File: src/rtl/pebble_pkg.sv
// Shared definitions for the pebble core front end: fetch state encoding and
// default address/instruction widths used by fetch, instruction memory and decode.
package pebble_pkg;

  localparam int unsigned ADDR_WIDTH = 10;
  localparam int unsigned DATA_WIDTH = 9;

  typedef enum logic [1:0] {
    IDLE,
    FETCH,
    HALTED
  } fetch_state_t;

endpackage

File: src/rtl/fetch_unit_if.sv
// Fetch-to-decode valid/ready handshake carrying the instruction and its address.
interface fetch_unit_if #(
  parameter int unsigned ADDR_WIDTH = pebble_pkg::ADDR_WIDTH,
  parameter int unsigned DATA_WIDTH = pebble_pkg::DATA_WIDTH
);

  logic                  out_valid;
  logic                  out_ready;
  logic [DATA_WIDTH-1:0] out_instr;
  logic [ADDR_WIDTH-1:0] out_pc;

  modport master (output out_valid, output out_instr, output out_pc, input out_ready);
  modport slave  (input out_valid, input out_instr, input out_pc, output out_ready);

endinterface

File: src/rtl/fetch_unit.sv
// Instruction fetch stage: owns the PC, addresses the combinational instruction
// memory, registers the returned instruction and hands it to decode.
module fetch_unit #(
  parameter int unsigned ADDR_WIDTH = pebble_pkg::ADDR_WIDTH,
  parameter int unsigned DATA_WIDTH = pebble_pkg::DATA_WIDTH,
  parameter logic [ADDR_WIDTH-1:0] RESET_PC = '0,
  parameter int unsigned CNT_WIDTH = 16
) (
  input  logic                  clk,
  input  logic                  rst_n,
  input  logic                  start,
  output logic [ADDR_WIDTH-1:0] imem_addr,
  input  logic [DATA_WIDTH-1:0] imem_instr,
  fetch_unit_if.master          dec,
  input  logic                  branch_taken,
  input  logic [ADDR_WIDTH-1:0] branch_target,
  input  logic                  halt,
  output logic                  done,
  output logic [CNT_WIDTH-1:0]  fetch_count
);

  import pebble_pkg::*;

  fetch_state_t          state;
  logic [ADDR_WIDTH-1:0] pc;
  logic                  handshake;

  assign imem_addr = pc;
  assign handshake = dec.out_valid && dec.out_ready;

  always_ff @(posedge clk or negedge rst_n) begin
    if (!rst_n) begin
      state         <= IDLE;
      pc            <= RESET_PC;
      dec.out_valid <= 1'b0;
      dec.out_instr <= '0;
      dec.out_pc    <= '0;
      done          <= 1'b0;
      fetch_count   <= '0;
    end else begin
      // A handshake counts even when a branch flushes it in the same cycle.
      if (handshake && (fetch_count != '1)) begin
        fetch_count <= fetch_count + 1'b1;
      end

      case (state)
        IDLE: begin
          if (start) begin
            state <= FETCH;
            pc    <= RESET_PC;
          end
        end

        FETCH: begin
          if (halt) begin
            state         <= HALTED;
            dec.out_valid <= 1'b0;
            done          <= 1'b1;
          end else if (branch_taken) begin
            pc            <= branch_target;
            dec.out_valid <= 1'b0;
          end else if (!dec.out_valid || dec.out_ready) begin
            dec.out_instr <= imem_instr;
            dec.out_pc    <= pc;
            dec.out_valid <= 1'b1;
            pc            <= pc + 1'b1;
          end
        end

        HALTED: begin
          if (start) begin
            state       <= FETCH;
            pc          <= RESET_PC;
            done        <= 1'b0;
            fetch_count <= '0;
          end
        end

        default: begin
          state         <= IDLE;
          dec.out_valid <= 1'b0;
          done          <= 1'b0;
        end
      endcase
    end
  end

endmodule

File: src/flat_wrapper.sv
// flat-port wrapper written by rule: the top's interface ports become plain ports
module fetch_unit_flat import pebble_pkg::*;
#(
  parameter int unsigned ADDR_WIDTH = pebble_pkg::ADDR_WIDTH,
  parameter int unsigned DATA_WIDTH = pebble_pkg::DATA_WIDTH,
  parameter logic [ADDR_WIDTH-1:0] RESET_PC = '0,
  parameter int unsigned CNT_WIDTH = 16
)
  (clk, rst_n, start, imem_addr, imem_instr, branch_taken, branch_target, halt, done, fetch_count, dec_out_valid, dec_out_instr, dec_out_pc, dec_out_ready);
  fetch_unit_if #(.ADDR_WIDTH(ADDR_WIDTH), .DATA_WIDTH(DATA_WIDTH)) dec_i ();
  input  logic clk;
  input  logic rst_n;
  input  logic start;
  output logic [ADDR_WIDTH-1:0] imem_addr;
  input  logic [DATA_WIDTH-1:0] imem_instr;
  input  logic branch_taken;
  input  logic [ADDR_WIDTH-1:0] branch_target;
  input  logic halt;
  output logic done;
  output logic [CNT_WIDTH-1:0] fetch_count;
  output wire logic [$bits(dec_i.out_valid)-1:0] dec_out_valid;
  output wire logic [$bits(dec_i.out_instr)-1:0] dec_out_instr;
  output wire logic [$bits(dec_i.out_pc)-1:0] dec_out_pc;
  input wire logic [$bits(dec_i.out_ready)-1:0] dec_out_ready;
  assign dec_out_valid = dec_i.out_valid;
  assign dec_out_instr = dec_i.out_instr;
  assign dec_out_pc = dec_i.out_pc;
  assign dec_i.out_ready = dec_out_ready;
  fetch_unit #(.ADDR_WIDTH(ADDR_WIDTH), .DATA_WIDTH(DATA_WIDTH), .RESET_PC(RESET_PC), .CNT_WIDTH(CNT_WIDTH)) u_core (.clk(clk), .rst_n(rst_n), .start(start), .imem_addr(imem_addr), .imem_instr(imem_instr), .dec(dec_i), .branch_taken(branch_taken), .branch_target(branch_target), .halt(halt), .done(done), .fetch_count(fetch_count));
endmodule
File: config.mk
export PLATFORM = sky130hd
export DESIGN_NAME = fetch_unit_flat
export DESIGN_NICKNAME = d
export VERILOG_FILES = /design/src/rtl/pebble_pkg.sv /design/src/rtl/fetch_unit_if.sv /design/src/rtl/fetch_unit.sv /design/src/flat_wrapper.sv
export SDC_FILE = /design/constraint.sdc
export NUM_CORES = 1
export LEC_CHECK = 0
export BUFFER_PORTS_ARGS = -buffer_cell sky130_fd_sc_hd__buf_2
export CAP_MARGIN = 0
export CORE_ASPECT_RATIO = 1.5
export CORE_MARGIN = 4
export CORE_UTILIZATION = 40
export CTS_BUF_LIST = sky130_fd_sc_hd__clkbuf_16
export CTS_CLUSTER_DIAMETER = 150
export DETAILED_ROUTE_END_ITERATION = 7
export SYNTH_ARGS = -nofsm -noshare
export SYNTH_HDL_FRONTEND = slang
export SYNTH_SLANG_ARGS = --single-unit
File: constraint.sdc
create_clock -name clk -period 1.8 [get_ports clk]
set_input_delay 0.18 -clock clk [delete_from_list [all_inputs] [get_ports clk]]
set_output_delay 0.18 -clock clk [all_outputs]
set_load 0.05 [all_outputs]
* Word-level counts from Yosys, hierarchy flattened
Cells that the tools add are included.
** Word-level totals
- Word-level logic and storage cells :: 52
- Flip-flop bits (word level) :: 49
** Cells by class
- Reductions and logical operators :: 12
- Add/subtract/negate cells :: 2
- Equality and inequality tests :: 9
- Muxes and demuxes :: 18
- Bitwise gates (word level) :: 4
** Operator list (count)
- $mux 16 :: 3
- $mux 10 :: 4
- $pmux 10 s2 :: 1
- $add 16x1->16 const B :: 1
- $ne 16x16->1 const B :: 1
- $add 10x1->10 const B :: 1
- $reduce_and 4->1 :: 2
- $ne 2x2->1 const B :: 3
- $mux 1 :: 5
- $mux 2 :: 2
- $ne 4x3->1 const B :: 1
- $not 1->1 :: 4
- $pmux 2 s2 :: 1
- $reduce_and 2->1 :: 2
- $ne 3x2->1 const B :: 1
- $pmux 1 s3 :: 1
- $reduce_and 3->1 :: 1
- $eq 2x1->1 const B :: 1
- $eq 2x2->1 const B :: 1
- $logic_and 1x1->1 :: 2
- $logic_not 2->1 :: 1
- $ne 2x1->1 const B :: 1
- $pmux 1 s2 :: 1
- $reduce_bool 2->1 :: 1
- 3 further kinds :: 3

* Longest topological paths before layout
Gate-level depths: netlist (run 1).
- Depth after elaboration :: 6
- Gate-level depth with buffers :: 7
- Mapped depth without buffers :: 5

* Least setup slack after synthesis (run 1)
No wires, ideal clock.
- Path kind :: reg2reg
- Start :: register u_core.fetch_count[0]
- End :: register u_core.fetch_count[5]
- Arrival :: 1894 ps
- Slack :: -171 ps
- Library setup time :: 77 ps
- Path buffers :: 1
- Stages on the path, launching flop included :: 7
- Cell sequence :: dfrtp_1 ha_1 and4_4 and4_4 buf_6 or4_1 o21ai_1
** On the way
- Cells in the longest elaborated chain, start to end :: 5
- Elaborated cells on any way between the ends :: 6
** Ends and longest elaborated chain
- from (decl) :: line fetch_unit.sv:19 : output logic [CNT_WIDTH-1:0] fetch_count
- from (signal assigned) :: line fetch_unit.sv:43 : fetch_count <= fetch_count + 1'b1;
- parallel branches: the longest is 2 deep, another holds $add 16x1->16
- $mux 16 * :: line fetch_unit.sv:42 : if (handshake && (fetch_count != '1)) begin
- $mux 16 :: line fetch_unit.sv:71 : if (start) begin
- $mux 16 * :: line fetch_unit.sv:46 : case (state)
Mark *: on every way between the ends.
A chain may end at the register's enable or synchronous reset.

* Final worst setup path (run 1)
- Start :: register u_core.fetch_count[0]
- End :: register u_core.fetch_count[10]
The elaborated chain is that of the path after synthesis.

==> out/metrics.cfg, run 1 <==
[finish]
layout-drive-gt1-share_pct=36.28
areaGrowthSynthToFinish_pct=27.79
antenna_cells=0
final_cell_area_mm2=0.003147
fillerInstances=539
finalNetCount=343

[logic_synthesis]
ys_warn_count=0
synth_top_family_by_area=simple AND/OR/NAND/NOR gates
ys_ff_latch=49
syn-instance-count=236
synthAdderAreaFrac_pct=1.016
ys_types=42
synthSimpleGateAreaFrac_pct=21.70
synth_nets=263
avgSynthCellArea_um2=10.43
syn_area_mm2=0.002462
synth_xor_area_share_pct=0
synth_compound_area_share_pct=14.13
ys_seq_area_share_pct=49.80
post_synth_mux_area_share_pct=10.01

[run_status]
status=finished clean

[drt]
vias_per_cell=5.640
wl_per_cell_um=15.50
ant_nets=0
drt-pass1-iter-count=4
drt-total-wl_um=6029
route.detailed.drc=0
first_iter_violations=105
num_vias=2194

[cts]
cts.sinks=49
clk_path_buf_depth=2
cts_buffers=5
clkLatencyLatePin_ns=0.28
cts_setup_buffers=0
clk_pin_slew_ns=0.07
htree_levels=2
clockRootBuffer=clkbuf_16
cts_tree=built

[sta]
slew_headroom_pct=60.77
hold_ws_ns=0.1081
finalHoldViolCount=0
timing.final.crit_share_pct=95.71
setup_ws_ns=0.07728
slew_viol_final=0
setup-violations-final=0
tightest_slew_ns=0.5845
final.setup_skew_ns=0.006231
setup_tns_ns=0
rsz0062_at_grt=no
fmax_mhz=580.5
min_period_ns=1.723

[placement]
hpwl_um=4375
place_area_mm2=0.002963
portBuffers=71
gp_congestion=0.7485
dp_slack_ns=0.05809

[global_routing]
antenna_found_initial=0
grt_usage_pct=16.22
grt_max_degree=23
grt_pass1_vias=2156
grt_pass1_wl_um=10050
overflow=0

[die]
start_util_pct=41.94
die_y_um=104.1
dieArea_mm2=0.007501
core_mm2=0.005871
rows=34
ios=72
die_w_um=72.06

[worst_setup_path]
cp.arrival_ns=1.94
start_kind=flop
critPathKind=flop to flop
worstPathMaxFanout=11
endpoint_kind=flop
cp.required_ns=2.01

[flow_run]
drv_cap=0

[min_path]
hp-class=primary input to flop

[power_and_ir_drop]
total_leakage_power_nw=1.555
p_per_area_mw_per_mm2=1440
ir_drop_v=0.001058

synthesized netlist by cell type, drive strengths merged:
master | instances | area share, %
nand2b | 2 | 0.51
o21ai | 28 | 5.7
and3 | 4 | 1.0
nand2 | 19 | 2.9
or4 | 8 | 2.4
nor3b | 2 | 1.1
and4 | 8 | 3.2
clkbuf | 5 | 0.76
o211ai | 2 | 0.61
ha | 2 | 1.0
nor4 | 1 | 0.25
a31o | 1 | 0.36
o31ai | 3 | 0.91
and2 | 3 | 0.76
nor2 | 11 | 1.7
nand4 | 7 | 1.8
nand3b | 2 | 0.61
o211a | 1 | 0.41
buf | 8 | 2.6
or2 | 1 | 0.25
or2b | 1 | 0.30
a32oi | 3 | 1.1
mux2 | 21 | 9.6
nand3 | 10 | 2.2
dfrtp | 49 | 50
o32ai | 1 | 0.36
or3 | 5 | 1.3
a21oi | 19 | 3.9
nor2b | 1 | 0.25
and2b | 1 | 0.41
o41ai | 1 | 0.36
nor3 | 3 | 0.81
mux2i | 1 | 0.41
a31oi | 2 | 0.51
state kept, by name (all words and copies together) (netlist names):
| register | count |
|---|---|
| u_core.dec.out_pc | 10 |
| u_core.fetch_count | 16 |
| u_core.dec.out_valid | 1 |
| u_core.done | 1 |
| u_core.dec.out_instr | 9 |
| u_core.state | 2 |
| u_core.imem_addr | 10 |
stage by stage:
stage	cells	power (mW)	util, %
floorplan	236	3.029	-
CTS	388	4.597	53.43
finish	389	4.531	53.60
global route	389	4.762	53.60
global placement	379	3.494	50.47
detailed placement	379	3.528	50.47
final cells by class:
class / count / area, um^2 / area share, %
tap: 72 / 90.09 / 2.863
clock buffer: 5 / 125.1 / 3.976
timing repair buffer: 85 / 488.0 / 15.51
multi-input combinational: 175 / 1176 / 37.38
sequential: 49 / 1229 / 39.05
clock inverter: 3 / 38.79 / 1.233
layout by cell type (no fill, tap or decap), types with 7 or more instances in the layout:
master and instances:
mux2_1 10, buf_4 11, mux2_2 11, a21oi_1 19, o21ai_1 15, nand2_1 19
buf_2 71, o21ai_0 13, dfrtp_1 47, or4_1 8, nand4_1 7, nand3_1 9
nor2_1 11
logic make-up after synthesis:
logic type / count (synthesis)
compound gates: 61
fa+ha+maj: 2
buf+inv: 13
flops: 49
mux: 22
simple gates: 89
path summary, 6_finish.rpt:
path / startpoint / to / slack (ns) / depth (start not counted)
hold / removal: imem_instr[8] / u_core.dec.out_instr[8] / 0.11 / 2
hold reg to reg: u_core.dec.out_pc[8] / u_core.dec.out_pc[8] / 0.48 / 1
setup / recovery: u_core.fetch_count[0] / u_core.fetch_count[10] / 0.08 / 5
min in group asynchronous: rst_n / u_core.fetch_count[3] / 0.40 / 2
setup reg to reg: u_core.fetch_count[0] / u_core.fetch_count[10] / 0.08 / 5
max in group asynchronous: rst_n / u_core.fetch_count[5] / 0.87 / 3
where the power goes:
group / switching (mW) / total [mW] / internal [mW] / leakage [nW]
logic: 1.36 / 1.86 / 0.491 / 0.825
clock network: 0.398 / 1.05 / 0.648 / 0.0850
registers: 0.241 / 1.63 / 1.39 / 0.645
total: 2.00 / 4.53 / 2.53 / 1.56
repair_timing:
| action | in CTS | in global routing |
|---|---|---|
| endpoints found under the setup margin | 0 | 1 |
| endpoints found under the hold margin | 20 | 0 |
| resized for setup | 0 | 0 |
| hold buffers | 1 | 0 |
layer usage:
layer	part of all wire, %	up-vias	GRT usage (%)	wire [um]
met5	0	-	0	0
met4	1.4	0	5.242	87
met3	6.6	9	3.385	395
met2	51	81	26.99	3061
met1	41	1053	20.59	2483
li1	-	1051	-	-
critical path, stage by stage (launching register included):
cell and delay (ns):
dfrtp_2 0.45, ha_4 0.18, and4_4 0.19, and4_4 0.20
or4_1 0.48, a21oi_1 0.15
Power figures use the tool's default switching activity.
==> run 2: changes to the inputs <==
BUFFER_PORTS_ARGS = not set   (was -buffer_cell sky130_fd_sc_hd__buf_2)
DONT_BUFFER_PORTS = 1   (was not set)
==> run 2 against run 1 <==
Compared with the run above:
- flip-flop and latch count did not move
- cell count fell by 13%
- fmax rose by 0.15%
- clock skew fell by 0.00090 ns
- worst hold slack got worse by 0.087 ns
- critical path type unchanged
==> out/metrics.cfg, run 2 (synthesized netlist as in run 1, its figures left out) <==
[placement]
gp_congestion=0.7837  ; was 0.7485
portBuffers=0  ; was 71
hpwl_um=4321  ; was 4375 um
place_area_mm2=0.002733  ; was 0.002963 mm^2
dp.cells=328  ; was 379

[worst_setup_path]
cp.arrival_ns=1.93  ; was 1.94 ns
cp_top_family=simple AND/OR/NAND/NOR gates  ; unchanged
slowest_delay_ns=0.48  ; about the same
endpoint_kind=flop  ; unchanged
path_buf_inv=0  ; unchanged
cpMostUsedCell=and4_4  ; unchanged
start_kind=flop  ; unchanged
worstPathCellList=ha_4, and4_4, and4_4, or4_1, a21oi_1  ; unchanged
cp.required_ns=2.01  ; about the same
slowest_stage=or4_1  ; unchanged
worstPathMaxFanout=22  ; was 11
critPathKind=flop to flop  ; unchanged

[sta]
slew_viol_final=0  ; unchanged
setup_tns_ns=0  ; unchanged
min_period_ns=1.720  ; was 1.723 ns
setup-violations-final=0  ; unchanged
finalHoldViolCount=0  ; unchanged
rsz0062_at_grt=no  ; unchanged
final.setup_skew_ns=0.005332  ; was 0.006231 ns
tightest_slew_ns=0.6020  ; was 0.5845 ns
fmax_mhz=581.3  ; was 580.5 MHz
timing.final.crit_share_pct=95.57  ; was 95.71%
slew_headroom_pct=59.60  ; was 60.77%

[drt]
wl_per_cell_um=17.50  ; was 15.50 um
ant_nets=0  ; unchanged
route.detailed.drc=0  ; unchanged
num_vias=1940  ; was 2,194
first_iter_violations=95  ; was 105
drt-pass1-iter-count=4  ; unchanged
drt-total-wl_um=5915  ; was 6029 um
vias_per_cell=5.740  ; was 5.640

[finish]
layout-drive-gt1-share_pct=24.44  ; was 36.28%
areaGrowthSynthToFinish_pct=20.38  ; was 27.79%
antenna_cells=0  ; unchanged
fin_cells=338  ; was 389
fillerInstances=531  ; was 539
largest_register_ffs=16  ; unchanged
mostFrequentLayoutCells=dfrtp_1, buf_4, nand2_1, a21oi_1, o21ai_1  ; was buf_2, dfrtp_1, nand2_1, a21oi_1, o21ai_1
finalNetCount=292  ; was 343
final_cell_area_mm2=0.002964  ; was 0.003147 mm^2
multi_input_area_mm2=0.001166  ; was 0.001176 mm^2
regMostFlops=u_core.fetch_count  ; unchanged
final_common_cell=dfrtp_1  ; was buf_2
final_core_util_pct=50.49  ; was 53.60%
seq_area_mm2=0.001229  ; unchanged

[cts]
clkLatencyLatePin_ns=0.28  ; about the same
cts_buffers=5  ; unchanged
cts_setup_buffers=0  ; unchanged
clk_path_buf_depth=2  ; unchanged
cts_tree=built  ; unchanged
clk_pin_slew_ns=0.07  ; about the same
ctsHoldBuffers=2  ; was 1
cts.sinks=49  ; unchanged
clockRootBuffer=clkbuf_16  ; unchanged
cts_resized=0  ; unchanged
htree_levels=2  ; unchanged

[die]
start_util_pct=41.94  ; unchanged
dieArea_mm2=0.007501  ; unchanged
core_mm2=0.005871  ; unchanged
rows=34  ; unchanged
ios=72  ; unchanged
die_w_um=72.06  ; unchanged
die_y_um=104.1  ; unchanged

[global_routing]
antenna_found_initial=0  ; unchanged
overflow=0  ; unchanged
grt_pass1_vias=2073  ; was 2,156
grt_max_degree=50  ; was 23
grt_usage_pct=16.31  ; was 16.22%
grt_pass1_wl_um=9867  ; was 10,050 um

[run_status]
status=finished clean  ; unchanged

[power_and_ir_drop]
total_power_mw=4.537  ; was 4.531 mW
total_leakage_power_nw=1.340  ; was 1.555 nW
p_per_area_mw_per_mm2=1531  ; was 1440 mW/mm^2
ir_drop_v=0.0008755  ; was 0.001058 V

[flow_run]
drv_cap=0  ; unchanged

[min_path]
hp-class=primary input to flop  ; unchanged

run 2: worst register-to-register path, delay by kind of cell (launching register included):
family                   cells  cell delay, ns
AND/OR/NAND/NOR              3            0.90
flip-flops                   1            0.42
adder cells (fa/ha/maj)      1            0.17
AO/OA/AOI/OAI                1            0.16
run 2: path summary, 6_finish.rpt:
kind / endpoint / start / depth (start not counted) / slack (ns)
min in group asynchronous: u_core.fetch_count[13] / rst_n / 2 / 0.40
max in group asynchronous: u_core.dec.out_pc[8] / rst_n / 2 / 1.16
setup / recovery: u_core.fetch_count[10] / u_core.fetch_count[1] / 5 / 0.08
hold / removal: u_core.dec.out_instr[8] / imem_instr[8] / 1 / 0.02
hold reg to reg: u_core.imem_addr[9] / u_core.imem_addr[9] / 2 / 0.56
setup reg to reg: u_core.fetch_count[10] / u_core.fetch_count[1] / 5 / 0.08
run 2: stage by stage:
| stage | setup slack, ns | hold WS [ns] |
|---|---|---|
| 3_5_place_dp | 0.1006 | -0.1144 |
| 4_1_cts | 0.08551 | 0.01643 |
| 6_report | 0.07978 | 0.02069 |
| 5_1_grt | 0.01255 | 0.01178 |
| 3_3_place_gp | 0.1315 | -0.1145 |
| 2_1_floorplan | 0.008382 | -0.1156 |
run 2: where the power goes:
group / internal, mW / leakage [nW] / switching (mW)
Combinational: 0.387 / 0.600 / 0.652
Sequential: 1.38 / 0.645 / 0.908
Clock: 0.801 / 0.0944 / 0.414
Total: 2.56 / 1.34 / 1.97
run 2: cell type report:
type	instances	area share, %
repair buffers	35	9.624
clock buffers	5	4.221
flip-flops and latches	49	41.45
well taps	72	3.039
multi-input cells	174	39.34
clock inverters	3	2.322
run 2: per-layer routing:
layer	track usage (%)	share of wire, %	up-vias
met4	6.048	1.2	0
li1	-	-	945
met2	27.64	51	69
met5	0	0	-
met3	5.126	8.0	8
met1	18.77	40	918
==> run 3: changes to the inputs <==
clock period = 1.9 ns   (was 1.8 ns; I/O delays follow)
==> run 3 against run 2 <==
Compared with the run above:
- die area unchanged
- clock power decreased by 18%
- register-to-register slack improved by 0.05 ns
- total power decreased by 9.3%
- utilization decreased by 1.1 points
- wire length decreased by 3.2%
- first-iteration DRC count decreased by 5.3%
- worst hold slack improved by 0.016 ns
- global-route usage increased by 0.13 points
- sequential power decreased by 5%
- combinational power decreased by 8%
- critical path depth unchanged
==> out/metrics.cfg, run 3 (synthesized netlist as in run 1, its figures left out) <==
[die]
rows=34  ; unchanged
start_util_pct=41.94  ; unchanged
ios=72  ; unchanged
die_w_um=72.06  ; unchanged
die_y_um=104.1  ; unchanged
dieArea_mm2=0.007501  ; unchanged
core_mm2=0.005871  ; unchanged

[power_and_ir_drop]
swShare_pct=44.86  ; was 43.50%
sequentialPowerShare_pct=52.8  ; was 50.3%
ir_drop_v=0.0007459  ; was 0.0008755 V
clockPowerShare_pct=24.1  ; was 26.8%
p_int_mw=2.268  ; was 2.564 mW
p_per_area_mw_per_mm2=1418  ; was 1531 mW/mm^2
power.switching_mw=1.845  ; was 1.974 mW
total_leakage_power_nw=1.309  ; was 1.340 nW
pwr-share-comb_pct=23.2  ; was 22.9%

[drt]
route.detailed.drc=0  ; unchanged
ant_nets=0  ; unchanged
drt-pass1-iter-count=4  ; unchanged
wl_per_cell_um=17.09  ; was 17.50 um
num_vias=1948  ; was 1,940
first_iter_violations=90  ; was 95
vias_per_cell=5.815  ; was 5.740
drt-total-wl_um=5725  ; was 5915 um

[worst_setup_path]
endpoint_kind=flop  ; unchanged
critPathKind=flop to flop  ; unchanged
start_kind=flop  ; unchanged
cp.required_ns=2.11  ; was 2.01 ns
cp.arrival_ns=1.98  ; was 1.93 ns
worstPathMaxFanout=22  ; unchanged

[finish]
final_core_util_pct=49.42  ; was 50.49%
regMostFlops=u_core.fetch_count  ; unchanged
largest_register_ffs=16  ; unchanged
final_common_cell=dfrtp_1  ; unchanged
layout-drive-gt1-share_pct=22.81  ; was 24.44%
fillerInstances=539  ; was 531
areaGrowthSynthToFinish_pct=17.84  ; was 20.38%
mostFrequentLayoutCells=dfrtp_1, buf_4, nand2_1, a21oi_1, o21ai_1  ; unchanged
fin_cells=335  ; was 338
finalNetCount=289  ; was 292
antenna_cells=0  ; unchanged

[global_routing]
grt_pass1_wl_um=9936  ; was 9867 um
grt_usage_pct=16.44  ; was 16.31%
antenna_found_initial=0  ; unchanged
grt_max_degree=50  ; unchanged
grt_pass1_vias=1983  ; was 2,073
overflow=0  ; unchanged

[placement]
hpwl_um=4247  ; was 4321 um
gp_congestion=0.7724  ; was 0.7837
portBuffers=0  ; unchanged
dp.cells=325  ; was 328

[cts]
cts_tree=built  ; unchanged
cts_resized=0  ; unchanged
clk_path_buf_depth=2  ; unchanged
clk_pin_slew_ns=0.07  ; about the same
clockRootBuffer=clkbuf_16  ; unchanged
htree_levels=2  ; unchanged
clkLatencyLatePin_ns=0.28  ; about the same
cts_buffers=5  ; unchanged
cts.sinks=49  ; unchanged

[sta]
rsz0062_at_grt=no  ; unchanged
slew_viol_final=0  ; unchanged
setup-violations-final=0  ; unchanged
finalHoldViolCount=0  ; unchanged
setup_tns_ns=0  ; unchanged
tightest_slew_ns=0.5285  ; was 0.6020 ns
slew_headroom_pct=64.53  ; was 59.60%
hold_ws_ns=0.03715  ; was 0.02069 ns
final.setup_skew_ns=0.005361  ; was 0.005332 ns
min_period_ns=1.773  ; was 1.720 ns
timing.final.crit_share_pct=93.33  ; was 95.57%
fmax_mhz=563.9  ; was 581.3 MHz

[run_status]
status=finished clean  ; unchanged

[flow_run]
drv_cap=0  ; unchanged

[min_path]
hp-class=primary input to flop  ; unchanged

[run 3: power by group through the flow]
stage                     Sequential [mW]  Combinational (mW)  Clock [mW]
after floorplan                      2.44               0.418           0
after global placement               2.19               0.914           0
after detailed placement             2.20               0.933           0
after CTS                            2.18               0.965        1.03
after global routing                 2.22                1.05        1.07
final                                2.17               0.952       0.989
[run 3: what timing repair did]
action,in CTS,in global routing
hold endpoints to repair,49,0
hold buffers,2,0
setup buffers,0,0
[run 3: through the flow]
stage	area [um^2]	power [mW]	worst slack, ns
global route	2902	4.334	0.06117
finish	2902	4.113	0.1267
floorplan	2465	2.854	0.04489
detailed placement	2698	3.137	0.1404
CTS	2902	4.172	0.1211
global placement	2698	3.106	0.1715
[run 3: layout make-up]
cell class                      count  area [um^2]  share of cell area [%]
Timing Repair Buffer               32        262.8                   9.056
Sequential cell                    49         1229                   42.35
Clock buffer                        5        125.1                   4.312
Multi-Input combinational cell    174         1154                   39.76
Tap cell                           72        90.09                   3.105
Clock inverter                      3        41.29                   1.423
[run 3: worst max-delay path: stages (launching register included)]
cell and delay, ns:
dfrtp_2 0.41, ha_1 0.22, and4_4 0.20, and4_4 0.25, or4_1 0.47, a21oi_1 0.15
[run 3: path summary, 6_finish.rpt]
check / start / end / slack (ns) / depth (start not counted)
setup / recovery: u_core.fetch_count[0] / u_core.fetch_count[10] / 0.13 / 5
hold / removal: imem_instr[8] / u_core.dec.out_instr[8] / 0.04 / 1
setup reg to reg: u_core.fetch_count[0] / u_core.fetch_count[10] / 0.13 / 5
hold reg to reg: u_core.imem_addr[8] / u_core.imem_addr[8] / 0.59 / 2
max in group asynchronous: rst_n / u_core.fetch_count[6] / 1.25 / 2
min in group asynchronous: rst_n / u_core.fetch_count[15] / 0.42 / 2
[run 3: layer usage]
| layer | GRT usage [%] | vias to the layer above | share of wire, % |
|---|---|---|---|
| met2 | 28.03 | 61 | 53 |
| li1 | - | 942 | - |
| met4 | 5.242 | 0 | 0.70 |
| met5 | 0 | - | 0 |
| met3 | 6.576 | 2 | 8.3 |
| met1 | 18.26 | 943 | 38 |
